### src/rtl/fft8_bitrev_loader.sv
// Input stage of the 8-point FFT: loads a frame in natural order at bit-reversed slots, then streams stage-1 butterfly pairs.
// Optional input conjugation for IFFT-via-FFT is enabled by defining FFT8_IFFT_CONJ_EN (adds the 'inverse' port).
module fft8_bitrev_loader #(
  parameter int WIDTH = 2
) (
  input  logic                    clk,
  input  logic                    rst,
  input  logic                    in_valid,
  output logic                    in_ready,
  input  logic signed [WIDTH-1:0] in_re,
  input  logic signed [WIDTH-1:0] in_im,
`ifdef FFT8_IFFT_CONJ_EN
  input  logic                    inverse,
`endif
  output logic                    out_valid,
  input  logic                    out_ready,
  output logic signed [WIDTH-1:0] out_a_re,
  output logic signed [WIDTH-1:0] out_a_im,
  output logic signed [WIDTH-1:0] out_b_re,
  output logic signed [WIDTH-1:0] out_b_im,
  output logic                    out_first,
  output logic                    out_last
);

  typedef enum logic {
    FILL  = 1'b0,
    DRAIN = 1'b1
  } state_t;

  state_t state_q, state_d;

  logic [2:0]           wr_cnt;
  logic [1:0]           rd_cnt;
  logic [2*WIDTH-1:0]   mem [8];
  logic                 wr_en;
  logic                 rd_adv;
  logic [WIDTH-1:0]     store_im;
  logic [2*WIDTH-1:0]   a_word;
  logic [2*WIDTH-1:0]   b_word;

  function automatic logic [2:0] bitrev3(input logic [2:0] n);
    return {n[0], n[1], n[2]};
  endfunction

`ifdef FFT8_IFFT_CONJ_EN
  // The most negative value has no positive twin; clamp it to the largest positive one.
  function automatic logic [WIDTH-1:0] sat_neg(input logic [WIDTH-1:0] v);
    logic [WIDTH-1:0] most_neg;
    most_neg = {1'b1, {(WIDTH-1){1'b0}}};
    if (v == most_neg) return {1'b0, {(WIDTH-1){1'b1}}};
    return ~v + 1'b1;
  endfunction

  assign store_im = inverse ? sat_neg(in_im) : in_im;
`else
  assign store_im = in_im;
`endif

  assign wr_en  = in_valid  & in_ready;
  assign rd_adv = out_valid & out_ready;

  // NOTE: sequential state uses non-blocking assignments so every register samples pre-edge values.
  always_ff @(posedge clk) begin
    if (rst) state_q <= FILL;
    else     state_q <= state_d;
  end

  // NOTE: a default assignment ahead of the case keeps this combinational block free of latches.
  always_comb begin
    state_d = state_q;
    case (state_q)
      FILL:    if (wr_en  && (wr_cnt == 3'd7)) state_d = DRAIN;
      DRAIN:   if (rd_adv && (rd_cnt == 2'd3)) state_d = FILL;
      default: state_d = FILL;
    endcase
  end

  always_comb begin
    in_ready  = (state_q == FILL);
    out_valid = (state_q == DRAIN);
    out_first = out_valid && (rd_cnt == 2'd0);
    out_last  = out_valid && (rd_cnt == 2'd3);
    out_a_re  = '0;
    out_a_im  = '0;
    out_b_re  = '0;
    out_b_im  = '0;
    if (out_valid) begin
      out_a_re = a_word[2*WIDTH-1:WIDTH];
      out_a_im = a_word[WIDTH-1:0];
      out_b_re = b_word[2*WIDTH-1:WIDTH];
      out_b_im = b_word[WIDTH-1:0];
    end
  end

  // Counters wrap naturally at 8 samples and 4 pairs, which ends each phase.
  always_ff @(posedge clk) begin
    if (rst) begin
      wr_cnt <= '0;
      rd_cnt <= '0;
    end else begin
      if (wr_en)  wr_cnt <= wr_cnt + 3'd1;
      if (rd_adv) rd_cnt <= rd_cnt + 2'd1;
    end
  end

  // NOTE: the frame buffer is deliberately not reset; a fresh frame overwrites every slot before it is read.
  always_ff @(posedge clk) begin
    if (wr_en) mem[bitrev3(wr_cnt)] <= {in_re, store_im};
  end

  assign a_word = mem[{rd_cnt, 1'b0}];
  assign b_word = mem[{rd_cnt, 1'b1}];

endmodule

### config.mk
export PLATFORM = sky130hd
export DESIGN_NAME = fft8_bitrev_loader
export DESIGN_NICKNAME = d
export VERILOG_FILES = /design/src/rtl/fft8_bitrev_loader.sv
export SDC_FILE = /design/constraint.sdc
export NUM_CORES = 1
export LEC_CHECK = 0
export BUFFER_PORTS_ARGS = -buffer_cell sky130_fd_sc_hd__buf_4
export CORE_MARGIN = 4
export CORE_UTILIZATION = 50
export CTS_BUF_LIST = sky130_fd_sc_hd__clkbuf_8
export CTS_CLUSTER_SIZE = 16
export DETAILED_ROUTE_END_ITERATION = 16
export PLACE_DENSITY = 0.7
export SYNTH_ARGS = -nofsm -noshare
export SYNTH_HDL_FRONTEND = slang
export SYNTH_SLANG_ARGS = --single-unit
### constraint.sdc
create_clock -name clk -period 3.62 [get_ports clk]
set_input_delay 0.362 -clock clk [delete_from_list [all_inputs] [get_ports clk]]
set_output_delay 0.362 -clock clk [all_outputs]
set_load 0.05 [all_outputs]
==> run metrics, run 1 <==
RSZ-0062 raised after global routing no; CTS HTree Levels 2; Vias around 900; Initial Utilization 0.5377; CTS clock-pin slew for the worst setup and hold paths 0.08 ns; period utilisation layout 0.5904; Chip Height roughly 66 um; max cap viols 0; layout cell share with drive strength beyond 1 0.2647; Iter 0 DRT Violations 52; clock skew 0.007559 ns; Die Area 4386 sq um; Clock power frac 0.342; Final Hold Fails 0; min Tclk post-route 2.137 ns; clk buf depth 2; # hold bufs at CTS 0; sequential area share after synthesis 0.6613; async set or reset register ratio after synthesis 0; hold path cells 2; Cell Area, Synth 1695 sq um; Nets between 150 and 200; clk sinks 40; post-DP HPWL 1.904 mm; Ys Warns 0; Cells after Synth 114; crit-path cells mux2i_1 -> o22ai_1 -> buf_4; Setup Fix Bufs, Post-CTS 0; Worst setup SP type register; Psw 0.1677 mW; EDFF count, synth 32; Flop pwr share 0.610; #FFs+latches synth 40; drt total wl 2.578 mm; CTS tree built; GRT Total Usage 0.1419; FF-to-FF path depth 3; Core Area 3153 sq um; most common cell after layout, fill and taps aside edfxtp_1; PD cells between 400 and 500 nW/um^2; CTS Buf Count 5; routed vias/inst 5.050; fin. max-slew vios 0; Worst R2R Setup Slack 2.11 ns; Sum Neg Setup Slack 0 ns; DP Area 1841 sq um; post-route ant nets 0; post-synthesis cell type count 22; Avg Inst Size Synth 14.87 sq um; largest net degree at the start of global routing 17; Main synth FF type edfxtp_1; WS Path Type register to output pin; drt pass-1 iters 4; Slowest-stage cell, CP dfxtp_1; Worst Tran Pin Value 0.8903 ns; initial antenna violation count 0; row count 20; crit path DAT 1.78 ns; worst rel slew slack 0.4056; ANT cells 0; PortBufs 19; combinational power share 0.048; Net Sw Frac 0.1983; CP max stage delay between 0.9 and 1 ns; IO Pins 20; Chip Width 66.23 um; clock latency on the worst-skew pair 0.28 ns; internal power between 0.6 and 0.7 mW; critical path capture point type output pin; # resized after CTS 0; vias in the first global route 989; first-pass GRT wire length 4.567 mm; hold crit path type input port to register; status finished clean; Overflow after GRT 0; Root Buffer clkbuf_8; Routability Congestion roughly 0.73; syn_nets 130; commonest non-fill, non-tap cells in the layout edfxtp_1 (32), buf_4 (19), mux2i_1 (17); fmax ~470 MHz; Final Util 0.6131; wire per inst roughly 14 um; synth-to-layout area growth 14.02%; worst vdd ir approximately 0.24 mV; fin area 1933 sq um; largest fanout on the critical path 16; DRC viols 0; Pleak 0.6863 nW; CP required 3.26 ns; # setup viols final 0
[sequential cells by signal (all words and copies together), names as in the netlist, named ones only]
name / cells
mem: 32
out_valid: 1
rd_cnt: 2
wr_cnt: 3
[stage by stage]
step	hold slack (ns)	worst slack [ns]	total power, mW	std cells
after floorplan	0.4266	1.458	0.5492	114
after global placement	0.5039	1.775	0.5659	172
after detailed placement	0.5119	1.773	0.5683	172
after CTS	0.2687	1.449	0.8555	180
after global routing	0.2696	1.278	0.8901	180
final	0.2801	1.483	0.8459	180
[power groups by stage]
stage | clock network (mW) | registers (mW) | logic, mW
floorplan | 0 | 0.525 | 0.0245
global placement | 0 | 0.526 | 0.0403
detailed placement | 0 | 0.526 | 0.0421
CTS | 0.297 | 0.516 | 0.0421
global route | 0.326 | 0.517 | 0.0475
finish | 0.289 | 0.516 | 0.0406
[synthesized netlist by cell type, types with 3 or more instances]
cell	number	area (sq um)
dfxtp_1	8	160.2
inv_1	6	22.52
nor2_1	6	22.52
nand2_1	6	22.52
ha_1	8	100.1
mux2i_1	17	170.2
o22ai_1	8	50.05
edfxtp_1	32	960.9
and2_2	4	30.03
buf_6	3	33.78
[path summary, 6_finish.rpt]
path                   from     endpoint
hold / removal    out_ready    out_valid
setup reg to reg  wr_cnt[0]    mem[4][1]
hold reg to reg   rd_cnt[1]     register
setup / recovery   register  out_a_re[0]
[worst max-delay path, delay by kind of cell, from the launching register on]
| kind | cells | cell delay [ns] |
|---|---|---|
| flops | 1 | 0.91 |
| buf+inv | 1 | 0.23 |
| compound gates | 1 | 0.19 |
| mux | 1 | 0.16 |
[final cells by class]
| cell class | instances | area [sq um] |
|---|---|---|
| well taps | 44 | 55.05 |
| repair buffers | 19 | 142.6 |
| clock inverters | 2 | 10.01 |
| clock buffers | 6 | 82.58 |
| inverters | 6 | 22.52 |
| multi-input cells | 63 | 499.2 |
| flip-flops and latches | 40 | 1121 |
| fillers | 275 | 1220 |
[kinds of logic (layout without fill, tap and decap cells)]
logic type               count (synthesis)  in the layout  synth area share
AO/OA/AOI/OAI                           12             12           0.04723
XOR/XNOR                                 2              2           0.01033
adder cells (fa/ha/maj)                  8              8           0.05904
buffers and inverters                   11             33           0.04427
flip-flops                              40             40            0.6613
multiplexers                            17             17            0.1004
AND/OR/NAND/NOR                         24             24           0.07749
[metal layers]
metal	track usage	wire length [um]	vias to the layer above
li1	-	-	453
met2	0.2454	1283	19
met1	0.1718	1162	435
met3	0.03061	121	2
met4	0.05330	10	0
met5	0	0	-
Power figures use the tool's default switching activity.
==> inputs of run 2 (changes only) <==
--- a/config.mk
+++ b/config.mk
@@ -5,6 +5,7 @@
 export SDC_FILE = /design/constraint.sdc
 export NUM_CORES = 1
 export LEC_CHECK = 0
+export ABC_AREA = 1
 export BUFFER_PORTS_ARGS = -buffer_cell sky130_fd_sc_hd__buf_4
 export CORE_MARGIN = 4
 export CORE_UTILIZATION = 50
==> constraint.sdc (replaced) <==
create_clock -name clk -period 2.15 [get_ports clk]
set_input_delay 0.215 -clock clk [delete_from_list [all_inputs] [get_ports clk]]
set_output_delay 0.215 -clock clk [all_outputs]
set_load 0.05 [all_outputs]
==> run 2 against run 1 <==
Effect of this change: sequential share of layout area down 4.7 points; final area increased by 8.7%; clock skew down 0.0023 ns; sequential power up 67%; global-route usage up 2.6 points; critical path type unchanged; critical endpoint is now out_a_re[1]; highest routed layer unchanged.
==> run metrics, run 2 <==
status finished clean (unchanged); first-pass GRT wire length 5.609 mm (was 4.567 mm); DRC viols 0 (unchanged); Vias 1267 (was 909); max FFs per register 32 (unchanged); Nets 225 (was 151); PortBufs 19 (unchanged); Die Area 4721 sq um (was 4386 sq um); clk buf depth 2 (unchanged); clk sinks 40 (unchanged); fmax between 500 and 600 MHz; post-DP HPWL 2.498 mm (was 1.904 mm); CP delay by family, top buffers and inverters (was flip-flops); top cells by count, synth inv_1 (46), nand2_1 (40), edfxtp_1 (32) (was edfxtp_1 (32), mux2i_1 (17), dfxtp_1 (8), ha_1 (8), o22ai_1 (8)); crit path DAT 1.51 ns (was 1.78 ns); top post-synthesis cells by area edfxtp_1 (52%), inv_1 (9.4%), dfxtp_1 (8.7%) (was edfxtp_1 (57%), mux2i_1 (10%), dfxtp_1 (9.4%)); total power 1.417 mW (was 0.8459 mW); period utilisation layout 0.8007; Ys Warns 0 (unchanged); syn_nets 202 (was 130); clock latency on the worst-skew pair 0.28 ns (about the same); RSZ-0062 raised after global routing no (unchanged); clock skew 0.005235 ns (was 0.007559 ns); Final Hold Fails 0 (unchanged); leading area contributor after synthesis edfxtp_1 (unchanged); row count 21 (was 20); largest net degree at the start of global routing 18 (was 17); wire per inst 13.23 um (was 14.32 um); Routability Congestion 0.8087 (was 0.7292); Main synth FF type edfxtp_1 (unchanged); EDFF count, synth 32 (unchanged); post-route ant nets 0 (unchanged); critical path capture point type output pin (unchanged); Chip Width 68.71 um (was 66.23 um); post-synthesis cell type count 18 (was 22); Slowest-stage cell, CP dfxtp_1 (unchanged); Root Buffer clkbuf_8 (unchanged); WS Path Type register to output pin (unchanged); Core Area 3442 sq um (was 3153 sq um); max cap viols 0 (unchanged); dpl ws 0.6313 ns (was 1.773 ns); commonest non-fill, non-tap cells in the layout inv_1 (48), nand2_1 (40), edfxtp_1 (32) (was edfxtp_1 (32), buf_4 (19), mux2i_1 (17)); routed vias/inst 4.949 (was 5.050); Worst Tran Pin Value 0.5759 ns (was 0.8903 ns); Sum Neg Setup Slack 0 ns (unchanged); PD cells 674.2 nW/um^2 (was 437.6 nW/um^2); drt total wl 3.387 mm (was 2.578 mm); layout cell share with drive strength beyond 1 0.1619 (was 0.2647); post-route setup slack 0.4285 ns (was 1.483 ns); GRT Total Usage 0.1682 (was 0.1419); Most flops, register mem (unchanged); most frequent cell on the critical path buf_4; # resized after CTS 0 (unchanged); Initial Utilization 0.5354 (was 0.5377); synth-to-layout area growth 14.05% (was 14.02%); Worst setup SP type register (unchanged); largest fanout on the critical path 17 (was 16); filler instances 302 (was 275); CTS clock-pin slew for the worst setup and hold paths 0.07 ns (was 0.08 ns); CP required 1.93 ns (was 3.26 ns); vias in the first global route 1176 (was 989); CTS HTree Levels 2 (unchanged); CP max stage delay 0.31 ns (was 0.91 ns); Setup Fix Bufs, Post-CTS 0 (unchanged); sequential area share after synthesis 0.6083 (was 0.6613); Pleak 0.9633 nW (was 0.6863 nW); worst rel slew slack 0.6131 (was 0.4056); busiest grt layer met2 (unchanged); hold crit path type input port to register (unchanged); met2 GRT Util 0.2777 (was 0.2454); cell with the most instances after synthesis inv_1 (was edfxtp_1); #FFs+latches synth 40 (unchanged); Overflow after GRT 0 (unchanged); async set or reset register ratio after synthesis 0 (unchanged); Iter 0 DRT Violations 87 (was 52); Avg Inst Size Synth 9.909 sq um (was 14.87 sq um); Cells after Synth 186 (was 114); # setup viols final 0 (unchanged); drt pass-1 iters 4 (unchanged); worst vdd ir 0.4236 mV (was 0.2416 mV); area share of the largest cell type after synthesis 0.5214 (was 0.5668); fin. max-slew vios 0 (unchanged); crit-path cells buf_4 -> inv_4 -> nand2_1 -> nand3_1 -> a21oi_1 -> buf_4 (was mux2i_1 -> o22ai_1 -> buf_4); Cell Area, Synth 1843 sq um (was 1695 sq um); initial antenna violation count 0 (unchanged); GR Util met3 0.05673 (was 0.03061); Final Util 0.6107 (was 0.6131); Chip Height 68.71 um (was 66.23 um); Top Registers mem (32), wr_cnt (3), rd_cnt (2) (unchanged); ANT cells 0 (unchanged); CTS Buf Count 5 (unchanged); CTS tree built (unchanged); CP bufs+invs 3 (was 1); most common cell after layout, fill and taps aside inv_1 (was edfxtp_1); met1 Resource Use GR 0.2002 (was 0.1718); IO Pins 20 (unchanged); # hold bufs at CTS 0 (unchanged); min Tclk post-route between 1.5 and 2 ns; Worst R2R Setup Slack 0.65 ns (was 2.11 ns)
[run 2: layout make-up]
type	instances	area, sq um	share of cell area
Tap cell	46	57.56	0.02738
Sequential cell	40	1121	0.5333
Clock inverter	2	7.507	0.003571
Timing Repair Buffer	20	150.1	0.07143
Clock buffer	6	82.58	0.03929
Multi-Input combinational cell	93	494.2	0.2351
Inverter	49	188.9	0.08988
[run 2: worst paths after layout]
kind,startpoint,endpoint,cells after the start
hold reg to reg,wr_cnt[0],wr_cnt[0],2
setup reg to reg,out_valid,mem[5][1],3
hold / removal,rst,wr_cnt[0],2
setup / recovery,register,out_a_re[1],6
[run 2: worst register-to-register path, stage by stage, from the launching register on]
cell	delay (ns)
dfxtp_1	0.39
nor2_4	0.22
inv_4	0.08
nor3_1	0.46
[run 2: cell families after synthesis]
family          count (synthesis)  share of synthesized area
simple gates                   70                     0.1704
fa+ha+maj                       8                    0.05431
flops                          40                     0.6083
compound gates                 15                    0.04345
buf+inv                        53                     0.1236
[run 2: metrics by stage]
step	hold slack, ns	cells	instance area, sq um
global placement	0.4321	248	2012
global route	0.1320	256	2102
finish	0.1339	256	2102
detailed placement	0.4362	248	2012
floorplan	0.2841	186	1843
CTS	0.1256	256	2102
[run 2: metal layers]
| layer | vias up | part of all wire |
|---|---|---|
| li1 | 625 | - |
| met1 | 585 | 0.45 |
| met2 | 51 | 0.47 |
| met3 | 6 | 0.076 |
| met4 | 0 | 0.011 |
| met5 | - | 0 |
[run 2: power by group]
part | switching [mW] | leakage [nW] | total, mW | internal [mW]
combinational | 0.0459 | 0.554 | 0.0715 | 0.0256
sequential | 0.00923 | 0.356 | 0.863 | 0.854
clock | 0.231 | 0.0538 | 0.482 | 0.252
total | 0.286 | 0.963 | 1.42 | 1.13
==> inputs of run 3 (changes only) <==
==> constraint.sdc (replaced) <==
create_clock -name clk -period 1.71 [get_ports clk]
set_input_delay 0.171 -clock clk [delete_from_list [all_inputs] [get_ports clk]]
set_output_delay 0.171 -clock clk [all_outputs]
set_load 0.05 [all_outputs]
==> run 3 against run 2 <==
Effect of this change: first-iteration DRC count down 34%; via count fell by 5.3%; final cell count is 1.6% higher; power rose by 24%; sequential power up 25%; global-route usage shrank 0.41 points; utilization rose by 1.5 points; sequential share of layout area decreased by 1.3 points; wire length decreased by 2.5%; critical endpoint is now out_a_im[1].
==> run metrics, run 3 (synthesis gave the netlist of run 2 again) <==
Overflow after GRT 0 (unchanged); Chip Height 68.71 um (unchanged); Iter 0 DRT Violations 57 (was 87); Pleak 0.9794 nW (was 0.9633 nW); crit-path cells buf_4 -> nand2_1 -> nand3_1 -> a21oi_2 -> buf_4 (was buf_4 -> inv_4 -> nand2_1 -> nand3_1 -> a21oi_1 -> buf_4); CTS tree built (unchanged); clock latency on the worst-skew pair 0.29 ns (was 0.28 ns); largest fanout on the critical path 16 (was 17); Top Registers mem (32), wr_cnt (3), rd_cnt (2) (unchanged); # setup viols final 0 (unchanged); hold path cells 2 (unchanged); fin area 2153 sq um (was 2102 sq um); Routability Congestion 0.7830 (was 0.8087); drt total wl 3.301 mm (was 3.387 mm); reg-to-reg endpoint mem[3][1] (was mem[5][1]); initial antenna violation count 0 (unchanged); Final Util 0.6256 (was 0.6107); GRT Total Usage 0.1641 (was 0.1682); worst rel slew slack 0.6492 (was 0.6131); Final Hold Fails 0 (unchanged); hold crit path type input port to register (unchanged); most common cell after layout, fill and taps aside inv_1 (unchanged); Most flops, register mem (unchanged); CP bufs+invs 2 (was 3); Chip Width 68.71 um (unchanged); critical path capture point type output pin (unchanged); clock skew 0.01115 ns (was 0.005235 ns); most frequent cell on the critical path buf_4 (unchanged); layout cell share with drive strength beyond 1 0.2196 (was 0.1619); CP max stage delay 0.34 ns (was 0.31 ns); PortBufs 19 (unchanged); filler instances 286 (was 302); WS Path Type register to output pin (unchanged); commonest non-fill, non-tap cells in the layout inv_1 (47), nand2_1 (40), edfxtp_1 (32) (was inv_1 (48), nand2_1 (40), edfxtp_1 (32)); Die Area 4721 sq um (unchanged); CTS clock-pin slew for the worst setup and hold paths 0.07 ns (about the same); row count 21 (unchanged); post-DP HPWL 2.471 mm (was 2.498 mm); register area 1121 sq um (unchanged); min Tclk post-route ~1.5 ns; # hold bufs at CTS 0 (unchanged); Worst Tran Pin Value 0.5222 ns (was 0.5759 ns); CTS HTree Levels 2 (unchanged); ANT cells 0 (unchanged); status finished clean (unchanged); routed vias/inst 4.615 (was 4.949); Slowest-stage cell, CP dfxtp_1 (unchanged); worst vdd ir 0.4421 mV (was 0.4236 mV); Initial Utilization 0.5354 (unchanged); max FFs per register 32 (unchanged); Worst R2R Setup Slack 0.23 ns (was 0.65 ns); first-pass GRT wire length 5.506 mm (was 5.609 mm); Nets 229 (was 225); CP required 1.54 ns (was 1.93 ns); Vias 1200 (was 1267); total power 1.754 mW (was 1.417 mW); Worst setup SP type register (unchanged); fin. max-slew vios 0 (unchanged); FF-to-FF path depth 3 (unchanged); RSZ-0062 raised after global routing no (unchanged); clk buf depth 2 (unchanged); wire per inst 12.70 um (was 13.23 um); PD cells 814.5 nW/um^2 (was 674.2 nW/um^2); max cap viols 0 (unchanged); DP Area 2072 sq um (was 2012 sq um); vias in the first global route 1196 (was 1176); fmax 654.5 MHz; CTS Buf Count 5 (unchanged); IO Pins 20 (unchanged); Root Buffer clkbuf_8 (unchanged); DRC viols 0 (unchanged); synth-to-layout area growth 16.84% (was 14.05%); crit path DAT 1.36 ns (was 1.51 ns); Worst Min Path Start rst (unchanged); clk sinks 40 (unchanged); RR Startpoint out_valid (unchanged); Core Area 3442 sq um (unchanged); Worst Hold Path EP wr_cnt[1] (was wr_cnt[0]); post-route ant nets 0 (unchanged); period utilisation layout 0.8935; drt pass-1 iters 4 (unchanged); largest net degree at the start of global routing 17 (was 18); CP delay by family, top buffers and inverters (unchanged); Multi-input gate area 524.3 sq um (was 494.2 sq um)
## run 3: worst max path at each step
stage	to	depth (start not counted)	startpoint	slack (ns)
floorplan	out_a_im[0]	2	out_valid	-0.13
global placement	mem[3][1]	3	out_valid	0.31
detailed placement	mem[3][1]	3	out_valid	0.22
CTS	out_a_re[0]	4	register	0.09
global route	out_a_re[1]	5	register	0.08
finish	out_a_im[1]	5	register	0.18
## run 3: timing repair
item,in CTS,in global routing
setup endpoints to repair,0,1
gates resized for setup,0,1
setup buffers,0,0
## run 3: per-stage QoR
| step | setup slack (ns) | TNS (ns) | std cells | hold slack [ns] |
|---|---|---|---|---|
| 3_5_place_dp | 0.2244 | 0 | 252 | 0.3899 |
| 5_1_grt | 0.08414 | 0 | 260 | 0.08808 |
| 2_1_floorplan | -0.1267 | -1.013 | 186 | 0.2401 |
| 4_1_cts | 0.08876 | 0 | 260 | 0.08345 |
| 3_3_place_gp | 0.3091 | 0 | 252 | 0.3863 |
| 6_report | 0.1821 | 0 | 260 | 0.08770 |
## run 3: area by class of cell
type / instances / share of cell area
Inverter: 49 / 0.08774
Timing Repair Buffer: 24 / 0.08367
Clock inverter: 3 / 0.005811
Tap cell: 46 / 0.02673
Sequential cell: 40 / 0.5206
Clock buffer: 5 / 0.03196
Multi-Input combinational cell: 93 / 0.2435
## run 3: worst register-to-register path, cell delays in order, from the launching register on
cell and delay [ns]:
dfxtp_1 0.41, nor2_4 0.23, inv_4 0.08, nor3_1 0.42
## run 3: layer usage
metal	share of wire	global-route usage	wire length [um]
met1	0.47	0.2141	1564
met2	0.45	0.2646	1494
met3	0.054	0.03241	177
met4	0.020	0.07299	65
met5	0	0	0
## run 3: report_power, final
group,switching (mW),internal (mW)
clock,0.298,0.274
combinational,0.0612,0.0376
sequential,0.00985,1.07
total,0.369,1.38
